[src/rtl/fetch_stage_if.sv]
// Fetch-stage bus: predictor, hazard/redirect, imem read and IF/ID outputs.
// FETCH_PERF_CNT_EN adds the perf counter signals.
interface fetch_stage_if;
  logic [31:0] next_pc;
  logic        pred;
  logic        stall;
  logic        redirect_valid;
  logic [31:0] redirect_pc;
  logic [31:0] imem_rdata;
  logic [31:0] fpc;
  logic        id_valid;
  logic [31:0] id_pc;
  logic [31:0] id_instr;
  logic        id_pred;
  logic [31:0] id_pred_target;
`ifdef FETCH_PERF_CNT_EN
  logic [31:0] perf_redirects;
  logic [31:0] perf_stalls;
`endif

  // master: the fetch stage itself
  modport master (
    input  next_pc, pred, stall, redirect_valid, redirect_pc, imem_rdata,
    output fpc, id_valid, id_pc, id_instr, id_pred, id_pred_target
`ifdef FETCH_PERF_CNT_EN
    , output perf_redirects, perf_stalls
`endif
  );

  modport slave (
    output next_pc, pred, stall, redirect_valid, redirect_pc, imem_rdata,
    input  fpc, id_valid, id_pc, id_instr, id_pred, id_pred_target
`ifdef FETCH_PERF_CNT_EN
    , input perf_redirects, perf_stalls
`endif
  );
endinterface

[src/rtl/fetch_stage.sv]
// Instruction-fetch stage: owns fpc, fills IF/ID, applies stall/redirect, boot hold.
// Optional FETCH_PERF_CNT_EN adds redirect/stall performance counters.
module fetch_stage #(
  parameter logic [31:0] RESET_PC    = 32'h0000_0000,
  parameter int unsigned BOOT_CYCLES = 2
) (
  input logic             clk,
  input logic             rstn,
  fetch_stage_if.master   bus
);

  localparam logic [7:0] BootLast = 8'(BOOT_CYCLES - 1);

  typedef enum logic [0:0] {StBoot, StRun} state_e;

  state_e      state_q, state_d;
  logic [7:0]  boot_cnt_q, boot_cnt_d;
  logic        do_redirect, do_stall, do_advance;

  logic [31:0] fpc_q;
  logic        id_valid_q;
  logic [31:0] id_pc_q, id_instr_q, id_pred_target_q;
  logic        id_pred_q;
  logic [31:0] seq_pc;

  assign seq_pc = fpc_q + 32'd4;

  always_ff @(posedge clk or negedge rstn) begin
    if (!rstn) begin
      state_q    <= StBoot;
      boot_cnt_q <= 8'd0;
    end else begin
      state_q    <= state_d;
      boot_cnt_q <= boot_cnt_d;
    end
  end

  always_comb begin
    state_d    = state_q;
    boot_cnt_d = boot_cnt_q;
    case (state_q)
      StBoot: begin
        boot_cnt_d = boot_cnt_q + 8'd1;
        if (boot_cnt_q == BootLast) state_d = StRun;
      end
      StRun:   state_d = StRun;
      default: state_d = StBoot;
    endcase
  end

  // Redirect outranks stall; nothing happens outside RUN.
  always_comb begin
    do_redirect = 1'b0;
    do_stall    = 1'b0;
    do_advance  = 1'b0;
    case (state_q)
      StRun: begin
        do_redirect = bus.redirect_valid;
        do_stall    = !bus.redirect_valid && bus.stall;
        do_advance  = !bus.redirect_valid && !bus.stall;
      end
      default: ;
    endcase
  end

  always_ff @(posedge clk or negedge rstn) begin
    if (!rstn) begin
      fpc_q            <= RESET_PC;
      id_valid_q       <= 1'b0;
      id_pc_q          <= 32'd0;
      id_instr_q       <= 32'd0;
      id_pred_q        <= 1'b0;
      id_pred_target_q <= 32'd0;
    end else if (do_redirect) begin
      fpc_q      <= {bus.redirect_pc[31:2], 2'b00};
      id_valid_q <= 1'b0;
    end else if (do_advance) begin
      fpc_q            <= bus.next_pc;
      id_valid_q       <= 1'b1;
      id_pc_q          <= fpc_q;
      id_instr_q       <= bus.imem_rdata;
      id_pred_target_q <= bus.next_pc;
      // A "taken" prediction that lands on the fall-through is not a real redirect.
      id_pred_q        <= bus.pred && (bus.next_pc != seq_pc);
    end
  end

  assign bus.fpc            = fpc_q;
  assign bus.id_valid       = id_valid_q;
  assign bus.id_pc          = id_pc_q;
  assign bus.id_instr       = id_instr_q;
  assign bus.id_pred        = id_pred_q;
  assign bus.id_pred_target = id_pred_target_q;

`ifdef FETCH_PERF_CNT_EN
  logic [31:0] perf_redirects_q, perf_stalls_q;

  always_ff @(posedge clk or negedge rstn) begin
    if (!rstn) begin
      perf_redirects_q <= 32'd0;
      perf_stalls_q    <= 32'd0;
    end else begin
      if (do_redirect) perf_redirects_q <= perf_redirects_q + 32'd1;
      if (do_stall)    perf_stalls_q    <= perf_stalls_q + 32'd1;
    end
  end

  assign bus.perf_redirects = perf_redirects_q;
  assign bus.perf_stalls    = perf_stalls_q;
`endif

endmodule

[src/flat_wrapper.sv]
// flat-port wrapper written by rule: the top's interface ports become plain ports
module fetch_stage_flat 
#(
  parameter logic [31:0] RESET_PC    = 32'h0000_0000,
  parameter int unsigned BOOT_CYCLES = 2
)
  (clk, rstn, bus_next_pc, bus_pred, bus_stall, bus_redirect_valid, bus_redirect_pc, bus_imem_rdata, bus_fpc, bus_id_valid, bus_id_pc, bus_id_instr, bus_id_pred, bus_id_pred_target);
  fetch_stage_if bus_i ();
  input logic clk;
  input logic rstn;
  input wire logic [$bits(bus_i.next_pc)-1:0] bus_next_pc;
  input wire logic [$bits(bus_i.pred)-1:0] bus_pred;
  input wire logic [$bits(bus_i.stall)-1:0] bus_stall;
  input wire logic [$bits(bus_i.redirect_valid)-1:0] bus_redirect_valid;
  input wire logic [$bits(bus_i.redirect_pc)-1:0] bus_redirect_pc;
  input wire logic [$bits(bus_i.imem_rdata)-1:0] bus_imem_rdata;
  output wire logic [$bits(bus_i.fpc)-1:0] bus_fpc;
  output wire logic [$bits(bus_i.id_valid)-1:0] bus_id_valid;
  output wire logic [$bits(bus_i.id_pc)-1:0] bus_id_pc;
  output wire logic [$bits(bus_i.id_instr)-1:0] bus_id_instr;
  output wire logic [$bits(bus_i.id_pred)-1:0] bus_id_pred;
  output wire logic [$bits(bus_i.id_pred_target)-1:0] bus_id_pred_target;
  assign bus_i.next_pc = bus_next_pc;
  assign bus_i.pred = bus_pred;
  assign bus_i.stall = bus_stall;
  assign bus_i.redirect_valid = bus_redirect_valid;
  assign bus_i.redirect_pc = bus_redirect_pc;
  assign bus_i.imem_rdata = bus_imem_rdata;
  assign bus_fpc = bus_i.fpc;
  assign bus_id_valid = bus_i.id_valid;
  assign bus_id_pc = bus_i.id_pc;
  assign bus_id_instr = bus_i.id_instr;
  assign bus_id_pred = bus_i.id_pred;
  assign bus_id_pred_target = bus_i.id_pred_target;
  fetch_stage #(.RESET_PC(RESET_PC), .BOOT_CYCLES(BOOT_CYCLES)) u_core (.clk(clk), .rstn(rstn), .bus(bus_i));
endmodule
[config.mk]
export PLATFORM = sky130hd
export DESIGN_NAME = fetch_stage_flat
export DESIGN_NICKNAME = d
export VERILOG_FILES = /design/src/rtl/fetch_stage_if.sv /design/src/rtl/fetch_stage.sv /design/src/flat_wrapper.sv
export SDC_FILE = /design/constraint.sdc
export NUM_CORES = 1
export LEC_CHECK = 0
export ABC_AREA = 0
export ABC_CLOCK_PERIOD_IN_PS = 3500
export BUFFER_PORTS_ARGS = -buffer_cell sky130_fd_sc_hd__clkbuf_2
export CAP_MARGIN = 10
export CORE_MARGIN = 2
export CORE_UTILIZATION = 50
export CTS_CLUSTER_DIAMETER = 40
export DETAILED_ROUTE_END_ITERATION = 12
export PLACE_DENSITY = 0.84
export RECOVER_POWER = 100
export SLEW_MARGIN = 10
export SYNTH_ARGS = -nofsm -noshare
export SYNTH_HDL_FRONTEND = slang
export SYNTH_SLANG_ARGS = --single-unit
export TNS_END_PERCENT = 1
[constraint.sdc]
create_clock -name clk -period 3.5 [get_ports clk]
set_clock_uncertainty 0.15 [all_clocks]
set_input_delay 0.525 -clock clk [delete_from_list [all_inputs] [get_ports clk]]
set_output_delay 0.525 -clock clk [all_outputs]
set_load 0.02 [all_outputs]
---- Yosys cells after proc, flatten, opt, wreduce, memory -nomap -nowiden ----
Index checks and enable logic that the tools add are counted.
storage, ports and cells
  logic and storage cells ................. 28
  output and inout port bits .............. 130
  input bits .............................. 101
  flip-flop bits (word level) ............. 139
cells by class
  reductions and logical operators ........ 6
  eq/ne operators ......................... 2
  mux-type cells .......................... 8
  bitwise operators ....................... 2
  $add $sub $neg .......................... 2
operators by type and width
  kind                                                                    number
  32-bit two-way mux                                                      2
  32-bit by 3-bit adder with 32-bit output (second input constant)        1
  32-bit inequality test                                                  1
  8-bit by 1-bit adder with 8-bit output (second input constant)          1
  8-bit by 1-bit equality test with 1-bit output (second input constant)  1
  1-bit two-way mux                                                       5
  1-bit logical AND                                                       2
  1-bit logical NOT                                                       2
  1-bit NOT                                                               2
  1-bit one-hot mux with 2 select lines                                   1
  2-bit AND reduction                                                     1
  2-bit nonzero test                                                      1

---- Depth between registers and ports, before layout ----
  depth in word-level cells ............... 5
  mapped depth ............................ 10
  gate-level depth less buffers ........... 8

---- Least setup slack after synthesis ----
No wires, ideal clock.
  path kind ............................... reg2reg
  start point ............................. reg u_core.fpc_q[2], in the netlist u_core.bus.fpc[2]
  end point ............................... reg u_core.id_pred_q, in the netlist u_core.bus.id_pred
  required time ........................... 3.208 ns
  stages on the path, launching flop included .. 10
  arrival time ............................ 2.227 ns
  period minus slack after synthesis ...... 2.519 ns
  slack ................................... 0.981 ns
  path buffers ............................ 1
  library setup time ...................... 0.142 ns
  path through ............................ dfrtp_1 > ha_1 > and4_1 > clkbuf_1 > nand2_1 > a2111oi_4 > o32a_1 > nand4b_1 > nor4_1 > a41oi_1
on the way
  word-level cells in the longest chain between the ends .. 3
RTL lines
  what                                      line               RTL
  start: declaration                        fetch_stage.sv:20  logic [31:0] fpc_q;
  start signal: assignment                  fetch_stage.sv:75  fpc_q <= {bus.redirect_pc[31:2], 2'b00};
  start signal: assignment                  fetch_stage.sv:78  fpc_q <= bus.next_pc;
  32-bit by 3-bit adder with 32-bit output  fetch_stage.sv:26  assign seq_pc = fpc_q + 32'd4;
  32-bit inequality test                    fetch_stage.sv:84  id_pred_q <= bus.pred && (bus.next_pc != seq_pc);
  1-bit logical AND                         fetch_stage.sv:84
  end signal: assignment                    fetch_stage.sv:84
  end: declaration                          fetch_stage.sv:23  logic id_pred_q;
No other way between the ends.
A chain may end at the register's enable or synchronous reset.

---- Worst setup path in the final report ----
Same ends and word-level chain as after synthesis.

==> impl_metrics.tcl <==
set metrics [dict create \
    grt_use_met3_pct 6.892 \
    holdCritPathClass "in -> reg" \
    rows 42 \
    cts.clk_slew.worst_paths_ns 0.06 \
    grt_max_degree 98 \
    yosysTopAreaCell "dfrtp_1" \
    synth_area_per_cell_um2 11.52 \
    cts.sinks 139 \
    grt_pass1_vias 5599 \
    drt-total-wl_um 17290 \
    fillerInstances 1114 \
    setup_violations 0 \
    portBuffers 228 \
    final.min_clock_period_ns 2.794 \
    nets 906 \
    hold_viol 0 \
    min_period_over_period_pct 79.83 \
    wl_per_cell_um 17.45 \
    hpwl_um 12190 \
    worstReg2RegStart "u_core.bus.fpc[2]$_DFFE_PN0P_" \
    die_y_um 119.8 \
    synth_edf_count 0 \
    syn_nets 686 \
    cp.required_ns 3.63 \
    endpoint "u_core.bus.id_pred$_DFFE_PN0P_" \
    netlist_instances 582 \
    startpoint_type "flip-flop" \
    grtUsageMet1_pct 32.00 \
    violations "max-capacitance violations, max-slew violations" \
    seq_area_frac_synth_pct 51.87 \
    synth-simple-area-share_pct 12.80 \
    critPathKind "reg -> reg" \
    synth-compound-area-share_pct 9.571 \
    clk_latency_ns 0.42 \
    synth_area_um2 6706 \
    power_density_nw_per_um2 584.3 \
    grt.overflow.total 0 \
    diodes 0 \
    cts-htree-levels 4 \
    async_reset_ff_share_pct 100.0 \
    hold_start "bus_imem_rdata[12]" \
    route.detailed.drc 0 \
    grt-busiest-layer "met2" \
    area.growth.synth_to_final_pct 25.90 \
    root_buffer "clkbuf_16" \
    grt_first_pass_wirelength_um 28440 \
    cts_tree "done" \
    vias_per_cell 5.527 \
    synth_xor_area_share_pct 5.354 \
    rrSetupSlack_ns 0.71 \
    critical_path.slowest_cell "nor3_1" \
    reg2reg_to "u_core.bus.id_pred$_DFFE_PN0P_" \
    totalPowerFinal_mw 4.933 \
    maxSlewViolCount 68 \
    synth_top_family_by_area "multiplexers" \
    grt_use_met2_pct 41.86 \
    die_width_um 119.8 \
    io_pins 231 \
    rsz0062_at_grt "no" \
    synth_cell_type_count 57 \
    layout_common_cells "139 x dfrtp_1, 134 x clkbuf_1, 98 x clkbuf_2, 97 x mux2_2" \
    yosysWarnings 0 \
    synth_mux_area_share_pct 16.59 \
    vdd_drop_max_mv 0.3722 \
    clock.fmax_mhz 357.9 \
    critPathMaxFanout 7 \
    final_antenna_net_count 0 \
    rr_worst_depth 8 \
    place_area_um2 7988 \
    crit_path_start "u_core.bus.fpc[2]$_DFFE_PN0P_" \
    cts_buffers 17 \
    finalSetupTns_ns 0 \
    layout-drive-gt1-share_pct 29.69 \
    ys.flop_type "dfrtp_1" \
    crit_chain "ha_1, nand4_1, nor3_1, nand3_1, mux2i_1, nand4b_1, nor4_1, a41oi_1" \
    final_common_cell "dfrtp_1" \
    timing.max_slew.rel_slack_pct -13.88 \
    yosys.area_share.adder_pct 0.5597 \
    core_area_um2 13190 \
    start_util_pct 50.84 \
    synth_top_cell_area_share_pct 51.87 \
    gr-usage-all-layers_pct 25.31 \
    worstPathArrival_ns 2.93 \
    p_leak_nw 3.540 \
    tightest_slew_ns 1.708 \
    maxCapViolations 1 \
    antenna_found_initial 0 \
    first_pass_iters 4 \
    vias 5477 \
    outcome "complete, but fails checks" \
    drtIter0Drc 276 \
    design_area_um2 8443 \
    fp.dieArea_um2 14360 \
    gp_congestion 0.8380 \
    endpoint_kind "flip-flop" \
    slowest_delay_ns 0.48 \
    synth_area_leaders "dfrtp_1 52%, mux2_2 16%, xnor2_1 4.2%" \
    clk_path_buf_depth 2 \
    yosys_register_bits 139 \
]
-- report_power, final --
| part | internal [mW] | switching [mW] | total, mW |
|---|---|---|---|
| Sequential | 1.82 | 0.173 | 2.00 |
| Combinational | 0.386 | 0.625 | 1.01 |
| Clock | 1.25 | 0.676 | 1.93 |
| Total | 3.46 | 1.47 | 4.93 |
-- through the flow --
step           instances  setup slack (ns)  util (%)  hold WS, ns
6_report             991            0.7061     64.01       0.1867
4_1_cts              991            0.7840     65.46       0.1684
5_1_grt              991            0.3983     64.01       0.1742
2_1_floorplan        582            0.9813         -      0.07941
3_5_place_dp         958            0.7852     60.56       0.3223
3_3_place_gp         958            0.8823     60.56       0.3187
-- synthesized netlist by cell type, types with 3 or more instances --
cell      number
dfrtp_1      139
mux2_2        97
a21oi_1       36
nor2_1        36
o21ai_0       35
or3_1         32
xnor2_1       32
clkbuf_1      25
nand2_1       14
nand3_1       12
inv_1         11
nand4_1        9
xor2_1         9
and3_1         8
nor3_1         6
nand2b_1       5
nand4b_1       5
buf_2          4
buf_4          4
nor4_1         4
o22ai_1        4
a211oi_1       3
buf_6          3
ha_1           3
nor2b_1        3
o211ai_1       3
-- critical path, delay by kind of cell, from the launching register on --
family	cells	cell delay, ns
fa+ha+maj	1	0.30
compound gates	1	0.14
flops	1	0.46
simple gates	5	1.32
mux	1	0.29
-- worst min-delay path by stage --
stage	to	cells after the start
floorplan	u_core.boot_cnt_q[0]$_DFFE_PN0N_	0
global placement	u_core.boot_cnt_q[7]$_DFFE_PN0N_	1
detailed placement	u_core.boot_cnt_q[7]$_DFFE_PN0N_	1
CTS	u_core.bus.id_instr[12]$_DFFE_PN0P_	2
global route	u_core.bus.id_instr[18]$_DFFE_PN0P_	2
finish	u_core.bus.id_instr[12]$_DFFE_PN0P_	2
-- per-layer routing --
layer	up-vias	part of all wire [%]	wire length [um]
met5	-	0	0
met4	0	1.5	261
met3	17	6.7	1156
met2	182	49	8432
met1	2724	43	7444
li1	2554	-	-
-- sequential cells by signal (all words and copies together) (netlist names) --
name	count
u_core.bus.id_pred	1
u_core.bus.id_valid	1
u_core.bus.id_pc	32
u_core.bus.id_pred_target	32
u_core.bus.fpc	32
u_core.bus.id_instr	32
u_core.state_q	1
u_core.boot_cnt_q	8
-- timing repair --
item / 4_1_cts / 5_1_grt
endpoints found under the setup margin: 0 / 0
hold endpoints to repair: 66 / 0
gates resized for setup: 0 / 0
setup buffers: 0 / 0
hold buffers: 1 / 0
-- kinds of logic (layout without fill, tap and decap cells) --
family,Yosys count,in the layout
compound gates,105,105
xor+xnor,41,41
fa+ha+maj,3,3
buf+inv,47,280
flops,139,139
mux,99,99
simple gates,148,148
-- layout make-up --
type,count,area (um^2),area share (%)
well taps,176,220.2,2.608
clock buffers,22,474.2,5.616
multi-input cells,396,3013,35.68
inverters,11,41.29,0.4890
clock inverters,10,162.7,1.926
repair buffers,237,1054,12.48
flip-flops and latches,139,3478,41.20
No activity file was read; power rests on OpenSTA's default activity.
